`src/rtl/mem_stage_pkg.sv`:
```
// Shared definitions for the memory-access stage: bus layouts, select/command
// codes and the store handshake state encoding.
package mem_stage_pkg;

    localparam int EXE_MEM_BUS_W = 187;
    localparam int MEM_WB_BUS_W  = 115;
    localparam int MEM_ID_BUS_W  = 38;

    localparam logic [2:0] WB_SEL_ALU = 3'd0;
    localparam logic [2:0] WB_SEL_LD  = 3'd1;
    localparam logic [2:0] WB_SEL_PC4 = 3'd2;
    localparam logic [2:0] WB_SEL_CSR = 3'd3;

    localparam logic [3:0] CSR_CMD_NONE = 4'd0;
    localparam logic [3:0] CSR_CMD_W    = 4'd1;
    localparam logic [3:0] CSR_CMD_S    = 4'd2;
    localparam logic [3:0] CSR_CMD_C    = 4'd3;

    typedef enum logic [1:0] {
        ST_IDLE = 2'd0,
        ST_REQ  = 2'd1,
        ST_DONE = 2'd2
    } st_state_t;

    typedef struct packed {
        logic [31:0] alu_result;
        logic [4:0]  rd;
        logic        rd_wen;
        logic        mem_we;
        logic        mem_re;
        logic [2:0]  wb_sel;
        logic [31:0] pc;
        logic [31:0] st_data;
        logic [3:0]  csr_cmd;
        logic [11:0] csr_addr;
        logic [31:0] op1;
        logic [31:0] ld_data;
    } exe_mem_bus_t;

    function automatic logic [31:0] wb_select(
        input logic [2:0]  sel,
        input logic [31:0] alu_result,
        input logic [31:0] ld_data,
        input logic [31:0] pc,
        input logic [31:0] csr_rdata
    );
        logic [31:0] v;
        case (sel)
            WB_SEL_ALU: v = alu_result;
            WB_SEL_LD:  v = ld_data;
            WB_SEL_PC4: v = pc + 32'd4;
            WB_SEL_CSR: v = csr_rdata;
            default:    v = 32'd0;
        endcase
        return v;
    endfunction

endpackage

```
`src/rtl/mem_stage_csr_alu.sv`:
```
// CSR read-modify-write data and write enable for the entry held in the stage.
module mem_csr_alu
    import mem_stage_pkg::*;
(
    input  logic        ms_valid,
    input  logic [3:0]  csr_cmd,
    input  logic [31:0] csr_rdata,
    input  logic [31:0] op1,
    output logic        csr_we,
    output logic [31:0] csr_wdata
);

    always_comb begin
        csr_we    = 1'b0;
        csr_wdata = 32'd0;
        case (csr_cmd)
            CSR_CMD_W: begin
                csr_we    = ms_valid;
                csr_wdata = op1;
            end
            // set/clear with an all-zero mask would rewrite the same value
            CSR_CMD_S: begin
                csr_we    = ms_valid && (op1 != 32'd0);
                csr_wdata = csr_rdata | op1;
            end
            CSR_CMD_C: begin
                csr_we    = ms_valid && (op1 != 32'd0);
                csr_wdata = csr_rdata & ~op1;
            end
            default: ;
        endcase
    end

endmodule

```
`src/rtl/mem_stage.sv`:
```
// Memory-access pipeline stage: latches the execute bus, runs the store
// req/ack handshake and builds the writeback and forwarding buses.
//
// state   | meaning
// --------+------------------------------------------------------------
// ST_IDLE | no store in flight; a latched store moves to REQ next cycle
// ST_REQ  | mem_wr_req high, waiting for ack (or timeout)
// ST_DONE | store finished, entry may leave when downstream accepts
module mem_stage
    import mem_stage_pkg::*;
#(
    parameter int STORE_TIMEOUT = 0
)
(
    input  logic                     clk,
    input  logic                     rst,
    input  logic [EXE_MEM_BUS_W-1:0] exe_mem_bus_in,
    input  logic                     es_to_ms_valid,
    output logic                     ms_allowin,
    input  logic                     ws_allowin,
    output logic                     ms_to_ws_valid,
    output logic                     mem_wr_req,
    output logic [31:0]              mem_wr_addr,
    output logic [31:0]              mem_wr_data,
    input  logic                     mem_wr_ack,
    output logic                     mem_err,
    input  logic [31:0]              csr_rdata,
    output logic [MEM_WB_BUS_W-1:0]  mem_wb_bus_out,
    output logic [MEM_ID_BUS_W-1:0]  mem_id_data_bus
);

    localparam int CNT_W = (STORE_TIMEOUT > 1) ? $clog2(STORE_TIMEOUT + 1) : 1;
    localparam logic [CNT_W-1:0] CNT_LIMIT = CNT_W'(STORE_TIMEOUT);

    exe_mem_bus_t     bus_r;
    logic             ms_valid;
    st_state_t        st_state;
    logic [CNT_W-1:0] st_cnt;
    logic [CNT_W-1:0] st_cnt_nxt;
    logic             ms_ready_go;
    logic [31:0]      wb_value;
    logic             rd_wen_g;
    logic             csr_we;
    logic [31:0]      csr_wdata;
    logic             unused_mem_re;

    assign ms_ready_go    = !bus_r.mem_we || (st_state == ST_DONE);
    assign ms_allowin     = !ms_valid || (ms_ready_go && ws_allowin);
    assign ms_to_ws_valid = ms_valid && ms_ready_go;
    assign st_cnt_nxt     = st_cnt + CNT_W'(1);

    always_ff @(posedge clk) begin
        if (rst) begin
            ms_valid <= 1'b0;
            bus_r    <= '0;
            st_state <= ST_IDLE;
            st_cnt   <= '0;
            mem_err  <= 1'b0;
        end else begin
            if (ms_allowin)
                ms_valid <= es_to_ms_valid;
            if (es_to_ms_valid && ms_allowin)
                bus_r <= exe_mem_bus_t'(exe_mem_bus_in);

            case (st_state)
                ST_IDLE: begin
                    if (ms_valid && bus_r.mem_we) begin
                        st_state <= ST_REQ;
                        st_cnt   <= '0;
                    end
                end
                // an ack arriving on the timeout cycle still completes cleanly
                ST_REQ: begin
                    if (mem_wr_ack) begin
                        st_state <= ST_DONE;
                    end else if (STORE_TIMEOUT != 0 && st_cnt_nxt == CNT_LIMIT) begin
                        mem_err  <= 1'b1;
                        st_state <= ST_DONE;
                    end else begin
                        st_cnt <= st_cnt_nxt;
                    end
                end
                ST_DONE: begin
                    if (ws_allowin)
                        st_state <= ST_IDLE;
                end
                default: st_state <= ST_IDLE;
            endcase
        end
    end

    assign mem_wr_req  = (st_state == ST_REQ);
    assign mem_wr_addr = bus_r.alu_result;
    assign mem_wr_data = bus_r.st_data;

    mem_csr_alu u_csr_alu (
        .ms_valid  (ms_valid),
        .csr_cmd   (bus_r.csr_cmd),
        .csr_rdata (csr_rdata),
        .op1       (bus_r.op1),
        .csr_we    (csr_we),
        .csr_wdata (csr_wdata)
    );

    assign wb_value = wb_select(bus_r.wb_sel, bus_r.alu_result, bus_r.ld_data,
                                bus_r.pc, csr_rdata);
    assign rd_wen_g = bus_r.rd_wen & ms_valid;

    assign mem_wb_bus_out  = {wb_value, bus_r.rd, rd_wen_g, csr_we, bus_r.csr_addr,
                              csr_wdata, bus_r.pc};
    assign mem_id_data_bus = {wb_value, rd_wen_g, bus_r.rd};

    assign unused_mem_re = bus_r.mem_re;

endmodule

```
`config.mk`:
```
export PLATFORM = sky130hd
export DESIGN_NAME = mem_stage
export DESIGN_NICKNAME = d
export VERILOG_FILES = /design/src/rtl/mem_stage_pkg.sv /design/src/rtl/mem_stage_csr_alu.sv /design/src/rtl/mem_stage.sv
export SDC_FILE = /design/constraint.sdc
export NUM_CORES = 1
export LEC_CHECK = 0
export CAP_MARGIN = 20
export CORE_AREA = 4 4 171 173
export CTS_CLUSTER_DIAMETER = 120
export CTS_CLUSTER_SIZE = 16
export DETAILED_ROUTE_END_ITERATION = 10
export DIE_AREA = 0 0 175 177
export PLACE_DENSITY = 0.71
export SYNTH_ARGS = -nofsm -noshare
export SYNTH_HDL_FRONTEND = slang
export SYNTH_SLANG_ARGS = --single-unit
```
`constraint.sdc`:
```
create_clock -name clk -period 2 [get_ports clk]
set_input_delay 0.4 -clock clk [delete_from_list [all_inputs] [get_ports clk]]
set_output_delay 0.4 -clock clk [all_outputs]
set_load 0.01 [all_outputs]
```
==> results.py <==
metrics = {
    "drt": {
        "drc": 0,
        "drt_iter0_markers": 726,
        "drt_pass1_iterations": 4,
        "viasPerCell": 4.82,
        "wl_um": 38900,
        "vias": 9379,
        "drt.antenna.violating_nets": 0,
        "wl_per_cell_um": 20.0,
    },
    "placed_design": {
        "place_area_um2": 14900,
        "dpl.hpwl_um": 28500,
        "port_buffers": 442,
        "gp_congestion": 0.882,
        "dpl_worst_slack_ns": -0.630,
    },
    "layout": {
        "finalInstanceArea_um2": 16500,
        "fin_nets": 1778,
        "fillers": 2388,
        "final_cell_mix": "clkdlybuf4s50_1 (335), nor2_1 (236), mux2i_1 (186)",
        "drive_gt1_share_pct": 33.8,
        "layout_commonest_cell": "clkdlybuf4s50_1",
        "area.growth.synth_to_final_pct": 63.8,
    },
    "logic_synthesis": {
        "async_flop_share_pct": 0,
        "syn_inst": 1119,
        "synth_cell_types": 44,
        "synth_area_um2": 10100,
        "ys.warnings.count": 0,
        "synth_flop_cell": "dfxtp_1",
        "syn_nets": 1344,
        "synth_top_area_share_pct": 37.5,
        "syn-mean-instance-area_um2": 9.02,
        "yosysSeqAreaShare_pct": 37.5,
        "synth_area_leaders": "dfxtp_1 (37%), mux2i_1 (19%), buf_4 (12%), nor2_1 (9.7%), mux2_2 (2.9%)",
        "ys_ff_latch": 189,
        "synth.largest_area_cell": "dfxtp_1",
        "synth_edf_count": 0,
    },
    "die": {
        "ios": 445,
        "dieHeight_um": 177,
        "fp.dieW_um": 175,
        "core_region_area_um2": 27600,
        "dieArea_um2": 31000,
        "rows": 61,
        "initial_core_util_pct": 36.5,
    },
    "status": {
        "violations": "setup timing",
        "status": "finished with violations",
    },
    "flow_run": {
        "max-cap-violations": 0,
    },
    "grt": {
        "top_usage_layer": "met2",
        "grt_pass1_wl_um": 57500,
        "grt_use_met1_pct": 29.3,
        "grt_util_met2_pct": 41.1,
        "grt.total_usage_pct": 24.0,
        "grt_overflow": 0,
        "gr-usage-met3_pct": 6.34,
        "grt_pass1_vias": 9867,
        "grt_max_degree": 69,
        "antenna_found_initial": 1,
    },
    "cts": {
        "cts_root_buf": "clkbuf_16",
        "ctsLongestPathBuffers": 2,
        "tritoncts": "done",
        "clk_pin_slew_ns": 0.09,
        "htreeDepth": 4,
        "cts_hold_buf": 0,
        "cts_buffers": 17,
        "insertion_delay_ns": 0.43,
        "cts.sinks": 189,
    },
    "sta": {
        "finalCritPeriodShare_pct": 129,
        "max_freq_mhz": 387,
        "slew_violations": 0,
        "rsz0062_at_grt": "true",
        "min_period_ns": 2.58,
        "setup_viol": 84,
        "hold_viol": 0,
        "fin_skew_ns": 0.0124,
        "fin_ws_ns": -0.582,
        "finalSetupTns_ns": -29.73,
    },
    "power_and_ir_drop": {
        "switching_share_pct": 30.1,
        "p_per_area_nw_per_um2": 656,
        "internal_power_mw": 7.57,
        "ir_drop_uv": 565,
        "clkPwrFrac_pct": 32.3,
        "p_sw_mw": 3.27,
        "seqPwrFrac_pct": 38.5,
        "p_leak_nw": 7.19,
        "comb_power_share_pct": 29.1,
    },
    "critical_path": {
        "reg2reg_to": "mem_wb_bus_out[68]",
        "rrSetupSlack_ns": 0.19,
        "crit_path_max_fanout": 5,
        "startpoint": "mem_wb_bus_out[4]",
        "critPathKind": "reg -> out",
        "r2r_cells": 7,
        "cp.required_ns": 1.60,
        "end_kind": "output pin",
        "start_kind": "flop",
        "rr_startpoint": "st_state[0]",
        "critPathArrivalTime_ns": 2.18,
    },
    "worst_hold_path": {
        "hp-class": "in -> reg",
        "worstHoldEndpoint": "mem_wb_bus_out[72]",
        "min_path_cells": 2,
        "hp-start": "rst",
    },
}
[power by group through the flow]
stage | registers (mW) | clock network (mW) | logic, mW
floorplan | 4.24 | 0 | 1.48
global placement | 4.25 | 0 | 2.83
detailed placement | 4.26 | 0 | 2.85
CTS | 4.18 | 3.57 | 3.10
global route | 4.21 | 3.73 | 3.35
finish | 4.18 | 3.51 | 3.16
[worst max-delay path by stage]
stage | end | slack [ns] | cells after the start
finish | mem_wb_bus_out[106] | -0.58 | 7
global placement | mem_wb_bus_out[91] | -0.62 | 6
global route | mem_wb_bus_out[106] | -0.63 | 7
CTS | mem_wb_bus_out[113] | -0.60 | 8
floorplan | mem_wb_bus_out[105] | -0.08 | 7
detailed placement | mem_wb_bus_out[91] | -0.63 | 6
[sequential cells by signal, summed over array words and instances, names as in the netlist]
name / count
st_state: 2
mem_id_data_bus: 5
mem_wr_addr: 32
ms_valid: 1
bus_r: 73
mem_wb_bus_out: 44
mem_wr_data: 32
[synth_stat cells (2+ instances only)]
cell type and number:
a21oi_1 39, a22oi_1 24, and3_1 2, and4_1 3, buf_1 5, buf_2 4, buf_4 159, buf_6 3
buf_8 13, clkbuf_1 40, dfxtp_1 189, mux2_2 26, mux2i_1 187, mux4_2 6, nand2_1 46, nand3_1 11
nand4_1 12, nor2_1 260, nor2b_1 8, nor3_1 5, nor4_1 8, o22ai_1 20, xnor2_1 6, xor2_1 23
[layout make-up]
class                           count  area [um^2]  area share [%]
Timing Repair Buffer              639         6040            36.5
Sequential cell                   189         3820            23.1
Tap cell                          378          473            2.86
Multi-Input combinational cell    704         5590            33.8
Inverter                            2         7.51          0.0454
Clock buffer                       19          443            2.68
Antenna cell                        1         2.50          0.0151
Clock inverter                     13          154           0.931
[layer usage]
metal	share of wire, %	vias to the layer above	wire (um)
li1	-	4489	-
met1	41	4473	16000
met2	49	357	19100
met3	6.8	60	2640
met4	3.0	0	1170
met5	0	-	0
[what timing repair did]
action | CTS | global route
pin swaps | 56 | 40
setup endpoints to repair | 102 | 98
resized for setup | 572 | 66
cloned | 7 | 0
setup buffers | 40 | 9
[per-stage QoR]
step	util (%)	power [mW]	hold WS, ns	cells
2_1_floorplan	-	5.71	0.452	1119
3_3_place_gp	54.0	7.08	0.468	1867
3_5_place_dp	54.0	7.11	0.478	1867
4_1_cts	58.9	10.9	0.279	1942
5_1_grt	59.8	11.3	0.283	1945
6_report	59.8	10.8	0.294	1945
[worst max-delay path: stages, from the launching register on]
cell	delay (ns)
dfxtp_4	0.38
nand3_4	0.10
nor4_4	0.36
buf_4	0.23
nand3_2	0.09
xor2_1	0.17
o22ai_2	0.25
buf_2	0.18
[logic make-up (layout without fill, tap and decap cells)]
family	Yosys count	count (layout)	synth area share (%)
compound gates	90	90	5.59
xor+xnor	29	29	2.52
fa+ha+maj	1	1	0.124
buf+inv	226	673	16.0
flops	189	189	37.5
mux	219	219	22.8
other cells	1	2	0.0372
simple gates	364	364	15.4
No activity file was read; power rests on OpenSTA's default activity.
